[config.mk]
export PLATFORM = sky130hd
export DESIGN_NAME = mem_arbiter
export DESIGN_NICKNAME = d
export VERILOG_FILES = /design/src/rtl/mem_arb_pkg.sv /design/src/rtl/mem_align_chk.sv /design/src/rtl/mem_arbiter.sv
export SDC_FILE = /design/constraint.sdc
export NUM_CORES = 1
export LEC_CHECK = 0
export CAP_MARGIN = 20
export CORE_ASPECT_RATIO = 1.5
export CORE_MARGIN = 1
export CORE_UTILIZATION = 40
export DETAILED_ROUTE_END_ITERATION = 10
export PLACE_DENSITY = 0.83
export REMOVE_ABC_BUFFERS = 1
export SYNTH_ARGS = -nofsm -noshare
export SYNTH_HDL_FRONTEND = slang
export SYNTH_SLANG_ARGS = --single-unit
[constraint.sdc]
create_clock -name clk -period 3.4 [get_ports clk]
set_input_delay 0.51 -clock clk [delete_from_list [all_inputs] [get_ports clk]]
set_output_delay 0.51 -clock clk [all_outputs]
set_load 0.01 [all_outputs]
[src/rtl/mem_arb_pkg.sv]
// Shared definitions for the fetch/data memory arbiter.
//   - funct3 encodings for RV32 loads and stores
//   - resp_sel_e: which requester owns the response in the following cycle
//   - ADDR_W_DEF: default byte-address width of the unified memory
package mem_arb_pkg;

  localparam int ADDR_W_DEF = 8;

  localparam logic [2:0] F3_LB  = 3'b000;
  localparam logic [2:0] F3_LH  = 3'b001;
  localparam logic [2:0] F3_LW  = 3'b010;
  localparam logic [2:0] F3_LBU = 3'b100;
  localparam logic [2:0] F3_LHU = 3'b101;
  localparam logic [2:0] F3_SB  = 3'b000;
  localparam logic [2:0] F3_SH  = 3'b001;
  localparam logic [2:0] F3_SW  = 3'b010;

  typedef enum logic [1:0] {
    RESP_NONE = 2'd0,
    RESP_IF   = 2'd1,
    RESP_DATA = 2'd2
  } resp_sel_e;

endpackage

[src/rtl/mem_align_chk.sv]
// Combinational access classifier: flags misaligned or illegal accesses.
// Ports:
//   funct3   - access size/sign code (ignored for fetches, which are words)
//   addr     - low two bits of the byte address
//   we       - 1 for a store, 0 for a load
//   is_fetch - 1 when classifying an instruction fetch
//   err      - 1 when the access must not reach memory
module mem_align_chk
  import mem_arb_pkg::*;
(
  input  logic [2:0] funct3,
  input  logic [1:0] addr,
  input  logic       we,
  input  logic       is_fetch,
  output logic       err
);

  logic legal;
  logic misaligned;

  always_comb begin
    legal      = 1'b0;
    misaligned = 1'b0;
    if (is_fetch) begin
      legal      = 1'b1;
      misaligned = (addr != 2'b00);
    end else begin
      if (we) begin
        legal = (funct3 == F3_SB) || (funct3 == F3_SH) || (funct3 == F3_SW);
      end else begin
        legal = (funct3 == F3_LB) || (funct3 == F3_LH) || (funct3 == F3_LW) ||
                (funct3 == F3_LBU) || (funct3 == F3_LHU);
      end
      // Halfwords need an even address, words a 4-byte aligned one.
      misaligned = (((funct3 == F3_LH) || (funct3 == F3_LHU)) && addr[0]) ||
                   ((funct3 == F3_LW) && (addr != 2'b00));
    end
    err = !legal || misaligned;
  end

endmodule

[src/rtl/mem_arbiter.sv]
// Two-requester arbiter (instruction fetch + data) in front of a single
// memory port with combinational read and clocked write.
// Ports:
//   clk, rst                 - clock, synchronous active-high reset
//   if_req/if_addr           - fetch request and byte address
//   if_gnt/if_rvalid/if_rdata/if_err - fetch accept, response pulse, data, error
//   d_req/d_we/d_funct3/d_addr/d_wdata - data request and payload
//   d_gnt/d_rvalid/d_rdata/d_err       - data accept, response pulse, data, error
//   mem_read/mem_write/mem_funct3/mem_addr/mem_wdata/mem_rdata - memory port
//   dbg_resp_sel             - current response-routing state
// Handshake: a requester raises req with a stable payload and holds both
// until gnt is seen high in the same cycle; the access is taken on that
// clock edge and its response (rvalid, plus err/rdata) appears for exactly
// one cycle right after it.
module mem_arbiter
  import mem_arb_pkg::*;
#(
  parameter int ADDR_W   = ADDR_W_DEF,
  parameter int MAX_WAIT = 3
) (
  input  logic              clk,
  input  logic              rst,
  input  logic              if_req,
  input  logic [ADDR_W-1:0] if_addr,
  output logic              if_gnt,
  output logic              if_rvalid,
  output logic [31:0]       if_rdata,
  output logic              if_err,
  input  logic              d_req,
  input  logic              d_we,
  input  logic [2:0]        d_funct3,
  input  logic [ADDR_W-1:0] d_addr,
  input  logic [31:0]       d_wdata,
  output logic              d_gnt,
  output logic              d_rvalid,
  output logic [31:0]       d_rdata,
  output logic              d_err,
  output logic              mem_read,
  output logic              mem_write,
  output logic [2:0]        mem_funct3,
  output logic [ADDR_W-1:0] mem_addr,
  output logic [31:0]       mem_wdata,
  input  logic [31:0]       mem_rdata,
  output resp_sel_e         dbg_resp_sel
);

  localparam int WC_W = (MAX_WAIT > 0) ? $clog2(MAX_WAIT + 1) : 1;
  localparam logic [WC_W-1:0] WAIT_MAX = WC_W'(MAX_WAIT);

  resp_sel_e        resp_sel_q, resp_sel_d;
  logic [WC_W-1:0]  wait_cnt_q, wait_cnt_d;
  logic [31:0]      if_rdata_q, if_rdata_d;
  logic [31:0]      d_rdata_q, d_rdata_d;
  logic             if_err_q, if_err_d;
  logic             d_err_q, d_err_d;

  logic fetch_win;
  logic data_win;
  logic if_bad;
  logic d_bad;

  mem_align_chk u_if_chk (
    .funct3   (F3_LW),
    .addr     (if_addr[1:0]),
    .we       (1'b0),
    .is_fetch (1'b1),
    .err      (if_bad)
  );

  mem_align_chk u_d_chk (
    .funct3   (d_funct3),
    .addr     (d_addr[1:0]),
    .we       (d_we),
    .is_fetch (1'b0),
    .err      (d_bad)
  );

  // Data has priority; a fetch that has been starved MAX_WAIT cycles wins.
  always_comb begin
    fetch_win = 1'b0;
    data_win  = 1'b0;
    if (!rst) begin
      fetch_win = if_req && (!d_req || (wait_cnt_q == WAIT_MAX));
      data_win  = d_req && !fetch_win;
    end
  end

  assign if_gnt = fetch_win;
  assign d_gnt  = data_win;

  // Memory port: errored grants are accepted but never touch memory.
  always_comb begin
    mem_read   = 1'b0;
    mem_write  = 1'b0;
    mem_funct3 = 3'b000;
    mem_addr   = '0;
    mem_wdata  = 32'h0;
    if (fetch_win && !if_bad) begin
      mem_read   = 1'b1;
      mem_funct3 = F3_LW;
      mem_addr   = if_addr;
    end else if (data_win && !d_bad) begin
      mem_read   = !d_we;
      mem_write  = d_we;
      mem_funct3 = d_funct3;
      mem_addr   = d_addr;
      mem_wdata  = d_wdata;
    end
  end

  // Next-state for response routing, starvation counter and read data.
  always_comb begin
    resp_sel_d = RESP_NONE;
    wait_cnt_d = '0;
    if_rdata_d = if_rdata_q;
    d_rdata_d  = d_rdata_q;
    if_err_d   = 1'b0;
    d_err_d    = 1'b0;
    if (fetch_win) begin
      resp_sel_d = RESP_IF;
    end else if (data_win) begin
      resp_sel_d = RESP_DATA;
    end
    if (if_req && !fetch_win) begin
      wait_cnt_d = (wait_cnt_q == WAIT_MAX) ? wait_cnt_q : wait_cnt_q + WC_W'(1);
    end
    if (fetch_win) begin
      if_err_d = if_bad;
      if (!if_bad) begin
        if_rdata_d = mem_rdata;
      end
    end
    if (data_win) begin
      d_err_d = d_bad;
      // Store acks leave d_rdata untouched.
      if (!d_bad && !d_we) begin
        d_rdata_d = mem_rdata;
      end
    end
  end

  always_ff @(posedge clk) begin
    if (rst) begin
      resp_sel_q <= RESP_NONE;
      wait_cnt_q <= '0;
      if_rdata_q <= 32'h0;
      d_rdata_q  <= 32'h0;
      if_err_q   <= 1'b0;
      d_err_q    <= 1'b0;
    end else begin
      resp_sel_q <= resp_sel_d;
      wait_cnt_q <= wait_cnt_d;
      if_rdata_q <= if_rdata_d;
      d_rdata_q  <= d_rdata_d;
      if_err_q   <= if_err_d;
      d_err_q    <= d_err_d;
    end
  end

  assign if_rvalid    = (resp_sel_q == RESP_IF);
  assign d_rvalid     = (resp_sel_q == RESP_DATA);
  assign if_rdata     = if_rdata_q;
  assign d_rdata      = d_rdata_q;
  assign if_err       = if_err_q;
  assign d_err        = d_err_q;
  assign dbg_resp_sel = resp_sel_q;

endmodule

---- Word level (Yosys, flattened, before mapping) ----
Index checks and enable logic that the tools add are counted.
storage, ports and cells
  register bits after elaboration ......... 70
  latch bits .............................. 0
  memory bits (writable) .................. 0
  bits in read-only memories .............. 0
  bits of input ports ..................... 88
  output and inout port bits .............. 117
  logic and storage cells ................. 66
  memories kept ........................... 0
operators by class
  add/subtract/negate cells ............... 1
  multiply operators ...................... 0
  divide/modulo/power cells ............... 0
  magnitude comparators ................... 0
  eq/ne operators ......................... 7
  shift operators ......................... 0
  muxes and demuxes ....................... 15
  bitwise gates (word level) .............. 4
  reductions and logical operators ........ 32
operators with widths
  kind                                           count
  two-way mux 32 bit                             2
  two-way mux 8 bit                              2
  logical AND 1 bit                              8
  logical OR 1 bit                               8
  two-way mux 1 bit                              8
  OR reduction 2 bit                             4
  zero test 1 bit                                7
  == test 3 bit, second input constant           2
  two-way mux 3 bit                              2
  == test 2 bit, second input constant           2
  inverter 1 bit                                 4
  AND reduction 2 bit                            2
  nonzero test 2 bit                             2
  == test 3 x 1 -> 1 bit, second input constant  1
  == test 3 x 2 -> 1 bit, second input constant  1
  zero test 3 bit                                1
  adder 2 x 1 -> 2 bit, second input constant    1
  == test 2 x 1 -> 1 bit, second input constant  1
  two-way mux 2 bit                              1

---- Depth between registers and ports, before layout ----
  word-level depth ........................ 12
  depth in mapped cells ................... 5
  mapped depth without buffers ............ 4

---- Cells and area by module ----
A second synthesis with hierarchy kept.
second synthesis, totals
  cells, all modules ...................... 344
  area, all modules ....................... 3295.7 um^2
modules (own cells, without submodules)
  module         instances  cells an instance  area an instance (um^2)  sequential area each (um^2)
  mem_arbiter    1          334                3235.6                   1401.3
  mem_align_chk  2          5                  30.0                     0.0

---- Worst setup path before layout ----
OpenSTA, ideal clock, no wires.
  path kind ............................... input port to output port
  start ................................... in d_funct3[0]
  end ..................................... out mem_wdata[10]
  data arrival time ....................... 1.533 ns
  required time ........................... 2.890 ns
  setup slack ............................. 1.357 ns
  stages .................................. 4
  buffers on the path ..................... 1
  cells stage by stage .................... nor4_4 > o211a_1 > clkbuf_1 > and2_1
between the ends
  longest elaborated chain between the ends .. 12
  elaborated cells on any way between the ends .. 20
  classes of those cells .................. eq/ne (4); mux (3); reduce/logical (13)
ends and longest elaborated chain
  element                                                           line                                                           text
  start, declared                                                   mem_arbiter.sv:31                                              input logic [2:0] d_funct3,
  == test 3 x 1 -> 1 bit / zero test 3 bit (equally long branches)  mem_align_chk.sv:29, mem_align_chk.sv:31, mem_align_chk.sv:35
  logical OR 1 bit (2 in series)                                    mem_align_chk.sv:29, mem_align_chk.sv:31
  logical OR 1 bit                                                  mem_align_chk.sv:31                                            legal = (funct3 == F3_LB) || (funct3 == F3_LH) || (funct3 == F3_LW) ||
  logical OR 1 bit                                                  mem_align_chk.sv:32                                            (funct3 == F3_LBU) || (funct3 == F3_LHU);
  two-way mux 1 bit                                                 mem_align_chk.sv:28                                            if (we) begin
  zero test 1 bit                                                   mem_align_chk.sv:38                                            err = !legal || misaligned;
  logical OR 1 bit (*)                                              mem_align_chk.sv:38
  zero test 1 bit (*)                                               mem_arbiter.sv:102                                             end else if (data_win && !d_bad) begin
  logical AND 1 bit (*)                                             mem_arbiter.sv:102
  two-way mux 32 bit (*)                                            mem_arbiter.sv:102
  two-way mux 32 bit (*)                                            mem_arbiter.sv:98                                              if (fetch_win && !if_bad) begin
  end, declared                                                     mem_arbiter.sv:42                                              output logic [31:0] mem_wdata,
Mark *: on every way between the ends. The rest lies on a longest branch, timed or not.

---- Worst setup path in the final report ----
  start ................................... in d_funct3[0]
  end ..................................... out mem_wdata[27]
The elaborated chain is that of the path after synthesis.

==> insert_results.sql <==
INSERT INTO impl_metrics (metric_group, metric, value, unit) VALUES
('clock_network', 'max-clock-path-buffers', '2', ''),
('detailed_routing', 'detailed_routing_iteration_count_for_the_pre_antenna_repair_pass', '4', ''),
('detailed_routing', 'vias', '2821', ''),
('detailed_routing', 'routed-wl-met3', '1154', 'um'),
('layout', 'final_design_area_no_fill', '5608', 'um^2'),
('clock_network', 'insertion_delay', '0.33', 'ns'),
('job', 'maxCapViolCount', '0', ''),
('layout', 'layout.filler_cells', '576', ''),
('timing', 'setup-tns-final', '0', 'ns'),
('setup_path', 'timing_worst_setup_path_type', 'input port to output port', ''),
('timing', 'timing.slew.headroom', '56.63', '%'),
('layout', 'most_frequent_cells_in_the_layout', 'clkdlybuf4s50_1 (203), dfxtp_1 (70), nor2b_1 (68)', ''),
('layout', 'area_growth_synth_to_finish', '74.26', '%'),
('global_route', 'gr-usage-all-layers', '24.70', '%'),
('die', 'fp.dieW', '75.24', 'um'),
('layout', 'layout.cells.most_common', 'clkdlybuf4s50_1', ''),
('placed_design', 'place_ws', '0.2087', 'ns'),
('logic_synthesis', 'yosysSeqAreaShare', '43.55', '%'),
('die', 'ioPinCount', '205', ''),
('setup_path', 'timing.critical_path.from_type', 'input port', ''),
('layout', 'layout.area.seq', '1401', 'um^2'),
('global_route', 'grt_antenna_before_repair', '1', ''),
('timing', 'finalCriticalPeriod', '3.242', 'ns'),
('timing', 'fmax', '0.3084', 'GHz'),
('detailed_routing', 'finalWirelength', '10290', 'um'),
('setup_path', 'cp_common_cell', 'clkdlybuf4s50_1', ''),
('layout', 'instances_no_fill', '594', ''),
('detailed_routing', 'first_iter_violations', '69', ''),
('clock_network', 'cts_root_buffer', 'clkbuf_16', ''),
('timing', 'post-route-period-util', '95.36', '%'),
('timing', 'finalMaxSlewViolations', '0', ''),
('detailed_routing', 'ant_nets', '0', ''),
('timing', 'final.setup_skew', '0.006221', 'ns'),
('placed_design', 'place.gp.congestion', '0.8139', ''),
('placed_design', 'numPortBuffers', '204', ''),
('global_route', 'first_pass_grt_wire_length', '15120', 'um'),
('logic_synthesis', 'ys_warn_count', '0', ''),
('timing', 'report.final.hold_viol_count', '0', ''),
('setup_path', 'r2r_slack', '1.58', 'ns'),
('status', 'outcome', 'finished clean', ''),
('placed_design', 'place.detailed.hpwl', '7680', 'um'),
('clock_network', 'cts_hold_buf', '0', ''),
('worst_hold_path', 'hold_path_class', 'flop to flop', ''),
('logic_synthesis', 'synth.distinct_cells', '27', ''),
('setup_path', 'cp_capture_type', 'output port', ''),
('die', 'die-area', '8415', 'um^2'),
('setup_path', 'cp.required', '2.89', 'ns'),
('detailed_routing', 'route.detailed.drc', '0', ''),
('timing', 'setup_viol_count_final', '0', ''),
('clock_network', 'clock_sinks', '70', ''),
('setup_path', 'critical_path.cell_chain', 'clkdlybuf4s50_1 -> a221oi_1 -> o211a_1 -> buf_12 -> and2_1 -> clkdlybuf4s50_1', ''),
('global_route', 'grt_pass1_vias', '2961', ''),
('setup_path', 'cp_slowest_stage_delay', '0.57', 'ns'),
('placed_design', 'placed_area', '5330', 'um^2'),
('detailed_routing', 'wl_per_instance', '17.32', 'um'),
('detailed_routing', 'route.top_layer_used', 'met4', ''),
('detailed_routing', 'drt-met1-wl', '3973', 'um'),
('layout', 'post_route_cells_drive_above_1_share', '17.31', '%'),
('logic_synthesis', 'synth_area_per_cell', '11.21', 'um^2'),
('detailed_routing', 'met2_routed_length', '4982', 'um'),
('logic_synthesis', 'syn_area', '3218', 'um^2'),
('setup_path', 'cp.arrival', '2.73', 'ns'),
('logic_synthesis', 'synthesis.instances', '287', ''),
('die', 'vert_die_dim', '111.9', 'um'),
('pwr', 'cellPowerDensity', '361.9', 'nW/um^2'),
('setup_path', 'critical-path-slowest-cell', 'clkdlybuf4s50_1', ''),
('layout', 'final_net_count', '577', ''),
('die', 'core_region_area', '7710', 'um^2'),
('pwr', 'vdd.ir_drop.worst', '0.3117', 'mV'),
('clock_network', 'htree_num_levels', '3', ''),
('timing', 'worst-slew-pin-transition', '0.6506', 'ns');
## Yosys cell counts, drive strengths merged
| master | count | area [um^2] |
|---|---|---|
| nor3 | 2 | 10.01 |
| ha | 1 | 12.51 |
| mux2 | 64 | 829.6 |
| a221oi | 1 | 8.760 |
| nand2 | 2 | 7.510 |
| nor4 | 1 | 21.27 |
| a22o | 6 | 52.55 |
| nor2 | 3 | 11.26 |
| nor2b | 68 | 425.4 |
| o2111ai | 1 | 26.28 |
| and3 | 2 | 12.51 |
| nand2b | 2 | 12.51 |
| nand3 | 1 | 5.000 |
| clkbuf | 12 | 46.29 |
| o211a | 1 | 10.01 |
| buf | 6 | 48.79 |
| dfxtp | 70 | 1401 |
| and2b | 1 | 7.510 |
| nor3b | 1 | 7.510 |
| inv | 1 | 3.750 |
| a21oi | 1 | 5.000 |
| a21o | 1 | 7.510 |
| and2 | 39 | 245.2 |
## metal layers
| metal | vias to the layer above | track usage, % |
|---|---|---|
| met2 | 158 | 42.04 |
| met1 | 1301 | 27.03 |
| met5 | - | 0 |
| li1 | 1348 | - |
| met4 | 0 | 8.272 |
| met3 | 14 | 10.32 |
## critical path, delay by kind of cell
| kind | cells | cell delay (ns) |
|---|---|---|
| compound gates | 2 | 0.72 |
| buf+inv | 3 | 1.27 |
| simple gates | 1 | 0.22 |
## cell families (layout without fill, tap and decap cells)
| family | count (synthesis) | in the layout | share of synthesized area [%] |
|---|---|---|---|
| adders and majority gates | 1 | 1 | 0.3887 |
| muxes | 64 | 64 | 25.78 |
| and+or+nand+nor | 122 | 122 | 23.79 |
| buffers and inverters | 19 | 223 | 3.071 |
| DFF | 70 | 70 | 43.55 |
| AOI/OAI and AO/OA | 11 | 11 | 3.422 |
| other | 0 | 1 | 0 |
## registers in the layout (all words and copies together) (netlist names)
| register | count |
|---|---|
| if_rdata | 32 |
| wait_cnt_q | 2 |
| if_err | 1 |
| dbg_resp_sel | 2 |
| d_err | 1 |
| d_rdata | 32 |
## final timing paths
check                              startpoint             to  depth (start not counted)
worst max register to register  wait_cnt_q[0]     d_rdata[0]                          5
worst min-delay path            wait_cnt_q[0]  wait_cnt_q[0]                          1
worst min register to register  wait_cnt_q[0]  wait_cnt_q[0]                          1
worst max-delay path              d_funct3[0]  mem_wdata[27]                          6
## cell type report
type | count | area share, %
Timing Repair Buffer | 208 | 37.08
Multi-Input combinational cell | 198 | 30.63
Sequential cell | 70 | 24.99
Clock buffer | 13 | 4.819
Tap cell | 102 | 2.276
Clock inverter | 1 | 0.08925
Inverter | 1 | 0.06693
Antenna cell | 1 | 0.04462
## metrics by stage
stage / hold slack (ns) / utilization (%) / power, W
floorplan: 0.4081 / - / 0.0009647
global placement: 0.4176 / 69.13 / 0.001177
detailed placement: 0.4291 / 69.13 / 0.001181
CTS: 0.4361 / 72.70 / 0.002050
global route: 0.4662 / 72.70 / 0.002105
finish: 0.4340 / 72.74 / 0.002029
## where the power goes
| part | internal, W | total [W] | leakage, nW | switching (W) |
|---|---|---|---|---|
| Sequential | 0.000846 | 0.000858 | 0.568 | 0.0000117 |
| Combinational | 0.000201 | 0.000307 | 1.63 | 0.000106 |
| Clock | 0.000544 | 0.000864 | 0.138 | 0.000321 |
Power figures use the tool's default switching activity.
